`src/rtl/sysbus_arb_pkg.sv`:
```
// -----------------------------------------------------------------------------
// sysbus_arb_pkg
// Shared types and constants for the system-bus arbiter:
//   - arb_state_t : arbiter FSM states
//   - REQ_*       : requester index assignments
//   - DEF_*       : default geometry used by the interface and the top
// -----------------------------------------------------------------------------
package sysbus_arb_pkg;

    typedef enum logic [1:0] {
        IDLE    = 2'd0,
        GRANT   = 2'd1,
        OWNED   = 2'd2,
        RELEASE = 2'd3
    } arb_state_t;

    // Requester indices on the req/busy/grant vectors.
    localparam int REQ_PTW   = 0;
    localparam int REQ_FETCH = 1;
    localparam int REQ_STORE = 2;

    localparam int DEF_NUM_REQ = 3;
    localparam int DEF_ID_W    = 2;

endpackage : sysbus_arb_pkg

```
`src/rtl/sysbus_arbiter_if.sv`:
```
// -----------------------------------------------------------------------------
// sysbus_arbiter_if
// Handshake between the bus masters and the arbiter.
//   req       : per-requester bus request (level)
//   busy      : per-requester transaction in flight (level)
//   grant     : one-hot grant from the arbiter
//   grant_id  : index of the current or last grant holder
//   bus_owned : bus is granted (GRANT or OWNED)
// Modports:
//   master : arbiter side (drives grant/grant_id/bus_owned)
//   slave  : requester side (drives req/busy)
// -----------------------------------------------------------------------------
interface sysbus_arbiter_if
    import sysbus_arb_pkg::*;
#(
    parameter int NUM_REQ = DEF_NUM_REQ,
    parameter int ID_W    = DEF_ID_W
);

    logic [NUM_REQ-1:0] req;
    logic [NUM_REQ-1:0] busy;
    logic [NUM_REQ-1:0] grant;
    logic [ID_W-1:0]    grant_id;
    logic               bus_owned;

    modport master (
        input  req,
        input  busy,
        output grant,
        output grant_id,
        output bus_owned
    );

    modport slave (
        output req,
        output busy,
        input  grant,
        input  grant_id,
        input  bus_owned
    );

endinterface : sysbus_arbiter_if

```
`src/rtl/rr_pick.sv`:
```
// -----------------------------------------------------------------------------
// rr_pick
// Combinational round-robin selector. The search starts at last+1 (mod
// NUM_REQ) and wraps around, so the most recent holder has lowest priority.
//   req    : request vector
//   last   : index of the previous grant holder
//   valid  : at least one request is pending
//   winner : selected requester index (0 when valid is low)
// -----------------------------------------------------------------------------
module rr_pick
    import sysbus_arb_pkg::*;
#(
    parameter int NUM_REQ = DEF_NUM_REQ,
    parameter int ID_W    = DEF_ID_W
) (
    input  logic [NUM_REQ-1:0] req,
    input  logic [ID_W-1:0]    last,
    output logic               valid,
    output logic [ID_W-1:0]    winner
);

    logic [2*NUM_REQ-1:0] doubled;
    logic [2*NUM_REQ-1:0] rotated;
    logic [ID_W-1:0]      start;

    // NOTE: every signal written here gets a default first; a path that
    // leaves one unassigned would infer a latch.
    always_comb begin
        start   = (int'(last) >= NUM_REQ - 1) ? '0 : last + 1'b1;
        // Doubling the vector makes the rotation a plain right shift:
        // bits [NUM_REQ-1:0] of the result are req rotated by start.
        doubled = {req, req};
        rotated = doubled >> start;
        valid   = 1'b0;
        winner  = '0;
        // Scan downwards so the lowest rotated position (closest to start)
        // is the last one written and therefore wins.
        for (int i = NUM_REQ - 1; i >= 0; i--) begin
            if (rotated[i]) begin
                valid  = 1'b1;
                winner = ID_W'((int'(start) + i) % NUM_REQ);
            end
        end
    end

endmodule : rr_pick

```
`src/rtl/sysbus_arbiter.sv`:
```
// -----------------------------------------------------------------------------
// sysbus_arbiter
// Round-robin owner of the single system-bus port. A granted master keeps the
// bus for as long as it holds its busy line, so bursts are never split. A
// RELEASE cycle between owners provides bus turnaround.
// Ports:
//   clk          : system clock, rising edge
//   reset        : asynchronous, active-low
//   bus          : req/busy in, grant/grant_id/bus_owned out (master modport)
//   protocol_err : sticky, busy seen from a requester that holds no grant
//   timeout_err  : sticky, one ownership lasted TIMEOUT_CYCLES cycles
//   timeout_id   : grant_id at the moment timeout_err was set
// A timeout is reported only; the grant is never revoked.
// -----------------------------------------------------------------------------
module sysbus_arbiter
    import sysbus_arb_pkg::*;
#(
    parameter int NUM_REQ        = DEF_NUM_REQ,
    parameter int ID_W           = DEF_ID_W,
    parameter int TIMEOUT_CYCLES = 1024
) (
    input  logic            clk,
    input  logic            reset,
    sysbus_arbiter_if.master bus,
    output logic            protocol_err,
    output logic            timeout_err,
    output logic [ID_W-1:0] timeout_id
);

    // Counter wide enough to hold TIMEOUT_CYCLES itself (its saturation value).
    localparam int CNT_W = (TIMEOUT_CYCLES > 0) ? $clog2(TIMEOUT_CYCLES + 1) : 1;
    localparam logic [CNT_W-1:0] CNT_MAX  = CNT_W'(TIMEOUT_CYCLES);
    localparam logic [CNT_W-1:0] CNT_LAST = CNT_W'(TIMEOUT_CYCLES - 1);

    arb_state_t         state;
    logic [NUM_REQ-1:0] grant_q;
    logic [ID_W-1:0]    grant_id_q;
    logic [ID_W-1:0]    last_q;
    logic               bus_owned_q;
    logic [CNT_W-1:0]   to_cnt;

    logic               pick_valid;
    logic [ID_W-1:0]    pick_id;

    rr_pick #(
        .NUM_REQ (NUM_REQ),
        .ID_W    (ID_W)
    ) u_rr_pick (
        .req    (bus.req),
        .last   (last_q),
        .valid  (pick_valid),
        .winner (pick_id)
    );

    assign bus.grant     = grant_q;
    assign bus.grant_id  = grant_id_q;
    assign bus.bus_owned = bus_owned_q;

    // NOTE: the reset branch is asynchronous, so outputs clear as soon as
    // reset falls without waiting for a clock edge.
    always_ff @(posedge clk or negedge reset) begin
        if (!reset) begin
            state        <= IDLE;
            grant_q      <= '0;
            grant_id_q   <= '0;
            last_q       <= ID_W'(NUM_REQ - 1);
            bus_owned_q  <= 1'b0;
            to_cnt       <= '0;
            protocol_err <= 1'b0;
            timeout_err  <= 1'b0;
            timeout_id   <= '0;
        end else begin
            // NOTE: non-blocking assignments everywhere here, so every
            // decision in this cycle sees the state from before the edge.

            // Busy from a non-holder is flagged in every state; the FSM
            // below only ever looks at busy[grant_id], so it is ignored.
            if (|(bus.busy & ~grant_q)) begin
                protocol_err <= 1'b1;
            end

            case (state)
                IDLE: begin
                    if (pick_valid) begin
                        grant_q     <= NUM_REQ'(1) << pick_id;
                        grant_id_q  <= pick_id;
                        bus_owned_q <= 1'b1;
                        state       <= GRANT;
                    end
                end

                GRANT: begin
                    if (bus.busy[grant_id_q]) begin
                        to_cnt <= '0;
                        state  <= OWNED;
                    end else if (!bus.req[grant_id_q]) begin
                        // Request withdrawn before any transfer started.
                        grant_q     <= '0;
                        bus_owned_q <= 1'b0;
                        state       <= RELEASE;
                    end
                end

                OWNED: begin
                    if (TIMEOUT_CYCLES != 0) begin
                        if (to_cnt != CNT_MAX) begin
                            to_cnt <= to_cnt + 1'b1;
                        end
                        // to_cnt counts completed OWNED cycles, so this
                        // fires at the end of the TIMEOUT_CYCLES-th one.
                        if (to_cnt == CNT_LAST && !timeout_err) begin
                            timeout_err <= 1'b1;
                            timeout_id  <= grant_id_q;
                        end
                    end
                    // Only busy ends ownership; req may already be low.
                    if (!bus.busy[grant_id_q]) begin
                        grant_q     <= '0;
                        bus_owned_q <= 1'b0;
                        state       <= RELEASE;
                    end
                end

                RELEASE: begin
                    last_q <= grant_id_q;
                    state  <= IDLE;
                end

                default: begin
                    grant_q     <= '0;
                    bus_owned_q <= 1'b0;
                    state       <= IDLE;
                end
            endcase
        end
    end

endmodule : sysbus_arbiter

```
`src/flat_wrapper.sv`:
```
// flat-port wrapper written by rule: the top's interface ports become plain ports
module sysbus_arbiter_flat import sysbus_arb_pkg::*;
#(
    parameter int NUM_REQ        = DEF_NUM_REQ,
    parameter int ID_W           = DEF_ID_W,
    parameter int TIMEOUT_CYCLES = 1024
)
  (clk, reset, protocol_err, timeout_err, timeout_id, bus_req, bus_busy, bus_grant, bus_grant_id, bus_bus_owned);
  sysbus_arbiter_if #(.NUM_REQ(NUM_REQ), .ID_W(ID_W)) bus_i ();
  input  logic clk;
  input  logic reset;
  output logic protocol_err;
  output logic timeout_err;
  output logic [ID_W-1:0] timeout_id;
  input wire logic [$bits(bus_i.req)-1:0] bus_req;
  input wire logic [$bits(bus_i.busy)-1:0] bus_busy;
  output wire logic [$bits(bus_i.grant)-1:0] bus_grant;
  output wire logic [$bits(bus_i.grant_id)-1:0] bus_grant_id;
  output wire logic [$bits(bus_i.bus_owned)-1:0] bus_bus_owned;
  assign bus_i.req = bus_req;
  assign bus_i.busy = bus_busy;
  assign bus_grant = bus_i.grant;
  assign bus_grant_id = bus_i.grant_id;
  assign bus_bus_owned = bus_i.bus_owned;
  sysbus_arbiter #(.NUM_REQ(NUM_REQ), .ID_W(ID_W), .TIMEOUT_CYCLES(TIMEOUT_CYCLES)) u_core (.clk(clk), .reset(reset), .bus(bus_i), .protocol_err(protocol_err), .timeout_err(timeout_err), .timeout_id(timeout_id));
endmodule
```
`config.mk`:
```
export PLATFORM = sky130hd
export DESIGN_NAME = sysbus_arbiter_flat
export DESIGN_NICKNAME = d
export VERILOG_FILES = /design/src/rtl/sysbus_arb_pkg.sv /design/src/rtl/sysbus_arbiter_if.sv /design/src/rtl/rr_pick.sv /design/src/rtl/sysbus_arbiter.sv /design/src/flat_wrapper.sv
export SDC_FILE = /design/constraint.sdc
export NUM_CORES = 1
export LEC_CHECK = 0
export BUFFER_PORTS_ARGS = -buffer_cell sky130_fd_sc_hd__buf_2
export CORE_MARGIN = 2
export CORE_UTILIZATION = 45
export DETAILED_ROUTE_END_ITERATION = 10
export PLACE_DENSITY = 0.67
export SKIP_CTS_REPAIR_TIMING = 1
export SYNTH_ARGS = -nofsm -noshare
export SYNTH_HDL_FRONTEND = slang
export SYNTH_SLANG_ARGS = --single-unit
```
`constraint.sdc`:
```
create_clock -name clk -period 1.65 [get_ports clk]
set_input_delay 0.165 -clock clk [delete_from_list [all_inputs] [get_ports clk]]
set_output_delay 0.165 -clock clk [all_outputs]
set_load 0.1 [all_outputs]
```
=== After elaboration in Yosys (flattened, before gate mapping) ===
Index checks and enable logic that the tools add are counted.

* Register bits: 25
* Output and inout bits: 10
* Logic and storage cells: 74
* Input bits: 8

* Muxes and demuxes: 29
* Divide/modulo/power cells: 3
* Shift operators: 2
* $lt $le $gt $ge: 2
* $add $sub $neg: 4
* Bitwise operators: 2
* Reductions and logical operators: 11
* Eq/ne operators: 12

{| class="wikitable"
|+ Operators with widths
! cell !! number
|-
| 32-bit by 3-bit remainder unit with 32-bit output (second input constant) || 2
|-
| 3-bit by 3-bit remainder unit with 32-bit output (second input constant) || 1
|-
| 11-bit two-way mux || 2
|-
| 11-bit one-hot mux with 2 select lines || 1
|-
| 2-bit two-way mux || 8
|-
| 3-bit two-way mux || 4
|-
| 11-bit by 1-bit adder with 11-bit output (second input constant) || 1
|-
| 11-bit by 10-bit equality test with 1-bit output (second input constant) || 1
|-
| 11-bit inequality test (second input constant) || 1
|-
| 1-bit two-way mux || 9
|-
| 3-bit one-hot mux with 3 select lines || 1
|-
| 2-bit one-hot mux with 4 select lines || 1
|-
| 2-bit by 1-bit inequality test with 1-bit output (second input constant) || 3
|-
| 2-bit inequality test (second input constant) || 3
|-
| 3-bit AND reduction || 2
|-
| 6-bit by 2-bit right shift with 3-bit output || 1
|-
| 5-bit AND reduction || 1
|-
| 1-bit binary-select mux with 2-bit select || 2
|-
| 2-bit equality test (second input constant) || 2
|-
| 2-bit AND reduction || 2
|-
| 2-bit by 1-bit adder with 3-bit output (second input constant) || 1
|-
| 2-bit by 2-bit adder with 3-bit output (second input constant) || 1
|-
| 3-bit AND || 1
|-
| 2-bit by 3-bit < comparator with 1-bit output (second input constant) || 1
|-
| 13 further kinds || 13
|}

=== Longest topological paths before layout ===
Gate-level depths: netlist of run 1.

* Word-level depth: 10
* Gate-level depth with buffers: 8
* Depth with buffers taken out: 7

=== By module ===
From an unflattened synthesis of run 1, not the netlist that was laid out.

* Cell total of the unflattened synthesis: 152
* Area, all modules: 1605.3 um^2

{| class="wikitable"
|+ By module, submodules not included
! module !! seq. area each (um^2) !! instances !! area each (um^2) !! cells each
|-
| sysbus_arbiter || 626.9 || 1 || 1555.2 || 144
|-
| rr_pick || 0.0 || 1 || 50.0 || 8
|}

=== Least setup slack after synthesis of run 1 ===
Ideal clock, no wire load.

* Path kind: flip-flop to flip-flop
* Start: register u_core.grant_id_q[1], in the netlist u_core.bus.grant_id[1]
* End: register u_core.grant_q[0], in the netlist u_core.bus.grant[0]
* Setup slack: -0.633 ns
* Arrival: 2.154 ns
* Setup time: 0.128 ns
* Path buffers: 1
* Required time: 1.522 ns
* Cell stages (with the launch flop): 7
* Period minus slack after synthesis: 2.283 ns
* Cell sequence: dfrtp_1 > buf_4 > mux2i_1 > o21ai_1 > o21ai_2 > nand4b_2 > mux2_1

* Cells in the longest elaborated chain, start to end: 4
* Elaborated cells between the ends (all ways): 8
* Classes of those cells: eq/ne (3); mux (4); reduce/logical (1)

{| class="wikitable"
|+ Ends and longest elaborated chain
! element !! RTL line !! text
|-
| start: declaration || sysbus_arbiter.sv:37 || <nowiki>logic [ID_W-1:0] grant_id_q;</nowiki>
|-
| start signal: assignment || sysbus_arbiter.sv:86 || <nowiki>grant_id_q <= pick_id;</nowiki>
|-
| 1-bit binary-select mux with 2-bit select, on equally long branches || sysbus_arbiter.sv:93, sysbus_arbiter.sv:117, sysbus_arbiter.sv:96 ||
|-
| 1-bit two-way mux, on equally long branches || sysbus_arbiter.sv:93, sysbus_arbiter.sv:117, sysbus_arbiter.sv:96 ||
|-
| 2-bit inequality test (no source line) || n/a ||
|-
| 5-bit AND reduction (no source line) * || n/a ||
|-
| end signal: assignment || sysbus_arbiter.sv:85 || <nowiki>grant_q <= NUM_REQ'(1) << pick_id;</nowiki>
|-
| end: declaration || sysbus_arbiter.sv:36 || <nowiki>logic [NUM_REQ-1:0] grant_q;</nowiki>
|}

Every way passes the cells marked *; elsewhere a longest branch is shown, timed or not. The select of a mux whose other input is x is not followed.
A chain may end at the register's enable or synchronous reset.

=== Worst setup path in the final report of run 1 ===
* Start: register u_core.grant_id_q[1], in the netlist u_core.bus.grant_id[1]
* End: register u_core.state[1]

* Cells in the longest elaborated chain, start to end: 4
* Elaborated cells between the ends (all ways): 9
* Classes of those cells: eq/ne (2); mux (6); reduce/logical (1)

{| class="wikitable"
|+ Ends and longest elaborated chain
! element !! RTL line !! text
|-
| 1-bit binary-select mux with 2-bit select, on equally long branches || sysbus_arbiter.sv:93, sysbus_arbiter.sv:117, sysbus_arbiter.sv:96 ||
|-
| 1-bit two-way mux, on equally long branches || sysbus_arbiter.sv:93, sysbus_arbiter.sv:117, sysbus_arbiter.sv:96 ||
|-
| 2-bit two-way mux, or another cell as far along || sysbus_arbiter.sv:93 || <nowiki>if (bus.busy[grant_id_q]) begin</nowiki>
|-
| 2-bit one-hot mux with 4 select lines or 3-bit AND reduction (tied branches) || n/a ||
|-
| end signal: assignment || sysbus_arbiter.sv:88 || <nowiki>state <= GRANT;</nowiki>
|-
| end signal: assignment || sysbus_arbiter.sv:95 || <nowiki>state <= OWNED;</nowiki>
|-
| end signal: assignment || sysbus_arbiter.sv:120 || <nowiki>state <= RELEASE;</nowiki>
|-
| end: declaration || sysbus_arbiter.sv:35 || <nowiki>arb_state_t state;</nowiki>
|}

Several ways; a longest one is shown, not always the timed one. The select of a mux whose other input is x is not followed.

==> results of run 1 <==
cell type report:
class	instances	area share [%]
multi-input combinational	107	44.3
sequential	25	33.6
timing repair buffer	44	16.0
tap	44	2.92
inverter	9	1.79
clock buffer	4	1.40
per-layer routing:
metal	GRT usage, %	share of wire (%)	vias up
met5	0	0	-
met4	6.52	2.5	0
met1	28.1	48	577
met2	28.3	45	34
met3	2.77	4.6	8
li1	-	-	607
worst max-delay path by stage:
stage | cells after the start | slack [ps] | startpoint | end
floorplan | 5 | -170 | u_core.bus.grant_id[1] | u_core.state[1]
global route | 6 | -140 | u_core.bus.grant_id[1] | u_core.state[1]
global placement | 8 | -40 | u_core.to_cnt[0] | u_core.to_cnt[4]
detailed placement | 8 | -70 | u_core.state[0] | u_core.to_cnt[4]
CTS | 8 | -120 | u_core.state[0] | u_core.to_cnt[2]
finish | 6 | -60 | u_core.bus.grant_id[1] | u_core.state[1]
worst reg2reg max path, stage by stage (launching register included):
cell and delay [ps]:
dfrtp_4 520, buf_6 140, mux2i_1 120, o21ai_1 130, nand2_1 90, o211ai_1 280, mux2_4 330
where the power goes:
group / leakage, nW / total (mW) / switching (mW) / internal [mW]
Clock: 0.0150 / 0.282 / 0.188 / 0.0948
Sequential: 0.324 / 0.909 / 0.127 / 0.782
Combinational: 0.562 / 2.46 / 1.38 / 1.08
synthesized netlist by cell type (2+ instances only):
| cell type | instances | share of area, % |
|---|---|---|
| nor2_1 | 9 | 2.4 |
| nand2b_1 | 3 | 1.3 |
| nand3b_1 | 2 | 1.0 |
| dfrtp_1 | 24 | 42 |
| ha_1 | 7 | 6.1 |
| nand3_1 | 9 | 3.1 |
| o22ai_1 | 2 | 0.87 |
| nor3_1 | 3 | 1.0 |
| and4b_1 | 2 | 1.4 |
| and3_1 | 2 | 0.87 |
| nand4_1 | 2 | 0.87 |
| mux2i_1 | 3 | 2.1 |
| inv_1 | 9 | 2.4 |
| o21ai_0 | 10 | 3.5 |
| a22o_1 | 6 | 3.7 |
| nand2_1 | 14 | 3.7 |
| a21oi_1 | 3 | 1.0 |
| nor4_1 | 2 | 0.87 |
| buf_4 | 2 | 1.0 |
| mux2_2 | 3 | 2.4 |
| a21o_1 | 5 | 2.6 |
| mux2_1 | 5 | 3.9 |
sequential cells by signal (all words and copies together), names as in the netlist:
| register | count |
|---|---|
| u_core.to_cnt | 11 |
| u_core.bus.grant | 3 |
| u_core.bus.grant_id | 2 |
| u_core.last_q | 2 |
| u_core.state | 2 |
| u_core.timeout_id | 2 |
| u_core.bus.bus_owned | 1 |
| u_core.protocol_err | 1 |
| u_core.timeout_err | 1 |
metrics by stage:
stage	instance area (sq um)	instances	util (%)
floorplan	1460	144	-
global placement	1750	226	57.5
detailed placement	1750	226	57.5
CTS	1780	230	58.3
global route	1880	233	61.7
finish	1880	233	61.7
cells by family (layout without fill, tap and decap cells):
family,after synthesis,count (layout),share of synthesized area (%)
buffers and inverters,12,57,3.67
flip-flops,25,25,43.8
multiplexers,11,11,8.38
AND/OR/NAND/NOR,58,58,23.4
adder cells (fa/ha/maj),7,7,6.11
AO/OA/AOI/OAI,31,31,14.7
==> reports/summary.txt, run 1 <==
status - finished with violations
failing checks - negative setup slack
Yosys warning count - 0
gr usage total - 18.9%
Seq/Total Area, Yosys - 43.8%
Final period util - 104%
Multi-input gate area - 835 sq um
hpwl dp - 2300 um
vias per std cell - 5.26
Die ar. - 3650 sq um
clk slew on worst S/H paths - 130 ps
Synth Instances - 144
wire length of the first global-routing pass - 5180 um
mapped cell area - 1430 sq um
share of synthesized registers carrying an async set or reset - 100%
drt wl/cell - 13.9 um
dpl ws - -73.5 ps
CTS buffer count - 3
register area - 632 sq um
DR pass1 iterations - 4
Crit. End Element - flip-flop
commonest cells after routing, fill and taps aside - buf_4, dfrtp_1, buf_2
Max-cap violations - 0
crit path DAT - 1940 ps
initial antenna violation count - 0
worst rel slew slack - 62.6%
hold slack - 72.5 ps
I/O pins - 18
number of DRC markers in iteration 0 - 20
Seq cells post-synth - 25
worst slew pin tran - 561 ps
Clock Sink Count - 25
Static Leak - 0.901 nW
cell family with most CP delay - flip-flops
Tot Pwr - 3.65 mW
PD cells - 1940 nW/um^2
Reg2Reg Capture Point - u_core.state[1]
Max rail drop VDD - 1.01 mV
Worst path max stage delay - 520 ps
maximum fanout along the worst path - 6
Hold Violations, Final - 0
CTS max path bufs - 2
max-slew violations - 0
hold path depth - 3
number of synthesized flops with an enable pin - 0
GRT overflow - 0
# port buffers - 17
clk_skew - 2.74 ps
Initial Util - 46.9%
RSZ-0062 raised after global routing - true
final setup fails - 11
Worst Path Buf+Inv - 1
clk_lat worst skew - 320 ps
clk root buf - clkbuf_4
CTS tree - done
area delta synth->final - 31.4%
Synthesized Nets - 159
DRC - 0
vias in the first global route - 1133
floorplan die width - 60.4 um
# diodes - 0
slowest cell on the critical path - dfrtp_4
gpl congestion - 0.919
setup tns final - -291 ps
Core Box Area - 3050 sq um
largest net degree at the start of global routing - 26
H-tree levels - 1
Worst R2R Path Depth - 6
critical path class - reg -> reg
fin nets - 205
leading cell type in the layout, fill and taps excluded - buf_4
CP Launch Type - flip-flop
syn avg cell area - 9.95 sq um
total routed wirelength - 3230 um
# fillers - 275
Min-Delay Endpoint - u_core.protocol_err
Final WS setup - -64.9 ps
Main synth FF type - dfrtp_1
ANT nets after route - 0
Req. time, crit path - 1880 ps
vias - 1226
worst reg2reg path startpoint - u_core.bus.grant_id[1]
share of post-route cells with drive strength above 1 - 36.5%
Final min period - 1710 ps
row count - 20
hold path startpoint - bus_busy[1]
Reg2Reg Setup Slack - -60 ps
worst-path cell chain - buf_6 > mux2i_1 > o21ai_1 > nand2_1 > o211ai_1 > mux2_4
FMAX - 0.583 GHz
Distinct cells, synth - 39
HP Class - in -> reg
die height - 60.4 um
No activity file was read; power rests on OpenSTA's default activity.
==> inputs of run 2 (changes only) <==
--- a/config.mk
+++ b/config.mk
@@ -5,6 +5,7 @@
 export SDC_FILE = /design/constraint.sdc
 export NUM_CORES = 1
 export LEC_CHECK = 0
+export ABC_AREA = 1
 export BUFFER_PORTS_ARGS = -buffer_cell sky130_fd_sc_hd__buf_2
 export CORE_MARGIN = 2
 export CORE_UTILIZATION = 45
==> run 2 against run 1 <==
  * The run now ends clean
  * Clock skew is 9.0 ps higher
  * Core utilization is 8.4 points lower
  * First-iteration DRC count grew to 4.6 times the previous value
  * Non-clock buffer count is 23 lower
  * Combinational power is 29% lower
  * Register-to-register slack better by 220 ps
  * Critical path depth is 1 lower
  * Sequential share of layout area is 2.0 points higher
  * Clock power is 6% higher
  * Die area is 8.6% higher
  * Worst setup slack better by 220 ps
  * Via count is 8.5% higher
==> reports/summary.txt, run 2 <==
HP Class - in -> reg
Die ar. - 3970 sq um (+8.6%)
PD cells - 1650 nW/um^2 (-15%)
FMAX - 0.670 GHz (+15%)
status - complete, no violations
Main synth FF type - dfrtp_1
Max rail drop VDD - 1.33 mV (+33%)
Seq pwr share - 30.3% (+5.4 points)
Yosys warning count - 0 (unchanged)
Multi-input gate area - 815 sq um (-2.4%)
RSZ-0062 raised after global routing - true
commonest cells after routing, fill and taps aside - nand2_1, inv_1, nor2_1
largest net degree at the start of global routing - 26 (unchanged)
vias - 1330 (+8.5%)
DR pass1 iterations - 4 (unchanged)
Min-Delay Endpoint - u_core.protocol_err
Max-cap violations - 0 (unchanged)
hold slack - 66.2 ps (-6.32 ps)
vias per std cell - 4.72 (-10%)
H-tree levels - 1 (unchanged)
row count - 21 (+5.0%)
final setup fails - 0 (-11)
Net Sw Frac - 52.9% (+6.4 points)
worst rel slew slack - 62.4% (-0.23 points)
gpl congestion - 0.838 (-8.8%)
floorplan die width - 63.0 um (+4.2%)
# diodes - 0 (unchanged)
Final WS setup - 158 ps (+223 ps)
Crit. End Element - flip-flop
Layout Cells excl Fill - 282 (+21%)
drt wl/cell - 10.4 um (-25%)
CP Launch Type - flip-flop
maximum fanout along the worst path - 5 (-1)
Placed Cells incl. Taps - 277 (+23%)
Hold Violations, Final - 0 (unchanged)
setup tns final - 0 ps (+291 ps)
total routed wirelength - 2950 um (-8.9%)
clk slew on worst S/H paths - 150 ps (+20 ps)
hold path startpoint - bus_busy[2]
Distinct cells, synth - 25 (-36%)
Initial Util - 46.9% (about the same)
xor/xnor cell area share of the yosys netlist - 3.36% (+3.4 points)
number of DRC markers in iteration 0 - 92 (+360%)
wire length of the first global-routing pass - 5200 um (+0.39%)
ANT nets after route - 0 (unchanged)
worst slew pin tran - 565 ps (+3.48 ps)
mux cell area share after synthesis - 0% (-8.4 points)
# port buffers - 17 (unchanged)
Synth top area share - 38.4% (-3.6 points)
Reg2Reg Capture Point - u_core.bus.grant[2]
critical path class - reg -> reg
register area - 632 sq um (unchanged)
Final period util - 90.4% (-13 points)
Req. time, crit path - 1920 ps (+40 ps)
clk_skew - 11.8 ps (+9.04 ps)
area delta synth->final - 13.5%
synth cell count leaders - nand2_1, inv_1, dfrtp_1
Static Leak - 0.884 nW (-1.9%)
Clock power frac - 10.2% (+2.5 points)
CTS tree - done
Seq cells post-synth - 25 (unchanged)
# fillers - 336 (+22%)
Placed Area - 1720 sq um (-1.9%)
DRC - 0 (unchanged)
largest family of logic cells by synthesized area - simple AND/OR/NAND/NOR gates
GRT overflow - 0 (unchanged)
dpl ws - 51.4 ps (+125 ps)
share of post-route cells with drive strength above 1 - 17.4% (-19 points)
Comb pwr share - 59.5% (-7.9 points)
Clock Sink Count - 25 (unchanged)
clk root buf - clkbuf_4
post-synthesis simple-gate area fraction - 32.7% (+9.3 points)
GRT Max-Usage Layer - met1
vias in the first global route - 1161 (+2.5%)
Synthesized Nets - 229 (+44%)
number of synthesized flops with an enable pin - 0 (unchanged)
clk_lat worst skew - 340 ps (+20 ps)
initial antenna violation count - 0 (unchanged)
max-slew violations - 0 (unchanged)
hold path depth - 3 (unchanged)
gr usage total - 16.5% (-2.4 points)
hpwl dp - 2240 um (-2.6%)
Reg2Reg Setup Slack - 160 ps (+220 ps)
worst reg2reg path startpoint - u_core.state[0]
Worst R2R Path Depth - 5 (-1)
syn avg cell area - 7.31 sq um (-26%)
Synth Instances - 214 (+49%)
Biggest register - u_core.to_cnt
Tot Pwr - 2.93 mW (-20%)
ranking of synthesized cells by area - dfrtp_1, nand2_1, inv_1
Core Box Area - 3340 sq um (+9.3%)
number of flip-flops in the largest register - 11 (unchanged)
leading cell type in the layout, fill and taps excluded - nand2_1
fin nets - 252 (+23%)
met2 usage - 23.4% (-4.9 points)
top-count cell post-synth - nand2_1
compound-cell area share of the yosys netlist - 9.59% (-5.1 points)
I/O pins - 18 (unchanged)
share of synthesized registers carrying an async set or reset - 100% (unchanged)
Seq/Total Area, Yosys - 40.0% (-3.7 points)
GR met3 Demand/Resource - 4.50% (+1.7 points)
fin area - 1780 sq um (-5.6%)
CTS max path bufs - 2 (unchanged)
mapped cell area - 1570 sq um (+9.3%)
Final min period - 1490 ps (-223 ps)
fin util - 53.2% (-8.4 points)
CTS buffer count - 3 (unchanged)
Internal - 1.38 mW (-29%)
Yosys top cell by area - dfrtp_1
adder-cell share of the synthesized area - 5.60% (-0.52 points)
die height - 63.0 um (+4.2%)
M1 GR Usage - 23.8% (-4.3 points)
Sw Pwr - 1.55 mW (-8.7%)
crit path DAT - 1760 ps (-180 ps)
run 2: cells by family after synthesis:
logic type      after synthesis
fa+ha+maj                     7
buf+inv                      33
flops                        25
simple gates                116
compound gates               27
xor+xnor                      6
run 2: area by class of cell:
| type | instances | share of cell area (%) |
|---|---|---|
| Multi-Input combinational cell | 156 | 45.8 |
| Sequential cell | 25 | 35.6 |
| Timing Repair Buffer | 21 | 7.32 |
| Inverter | 30 | 6.34 |
| Clock buffer | 3 | 1.27 |
| Clock inverter | 1 | 0.423 |
| Tap cell | 46 | 3.24 |
run 2: worst max-delay path by stage:
stage / startpoint / end / slack, ps / cells after the start
5_1_grt: u_core.state[0] / u_core.to_cnt[3] / -10 / 9
3_3_place_gp: u_core.state[0] / u_core.to_cnt[6] / 90 / 9
2_1_floorplan: u_core.bus.grant_id[0] / u_core.to_cnt[8] / 20 / 9
3_5_place_dp: u_core.state[0] / u_core.to_cnt[4] / 50 / 9
4_1_cts: u_core.state[0] / u_core.to_cnt[6] / 20 / 9
6_report: u_core.state[0] / u_core.bus.grant[2] / 160 / 5
run 2: metal layers:
layer	share of wire, %	vias up
met5	0	-
met3	3.5	4
met4	1.3	0
met2	42	20
li1	-	722
met1	53	584
run 2: power groups by stage:
| stage | combinational [mW] | sequential, mW | clock [mW] |
|---|---|---|---|
| final | 1.74 | 0.888 | 0.298 |
| after detailed placement | 1.73 | 0.890 | 0 |
| after floorplan | 0.990 | 1.25 | 0 |
| after global placement | 1.72 | 0.890 | 0 |
| after CTS | 1.73 | 0.879 | 0.317 |
| after global routing | 1.92 | 0.915 | 0.342 |
run 2: worst max-delay path: stages, from the launching register on:
cell	delay (ps)
dfrtp_1	410
buf_4	150
ha_1	230
o21ai_0	220
nand4_1	230
o21ai_0	200
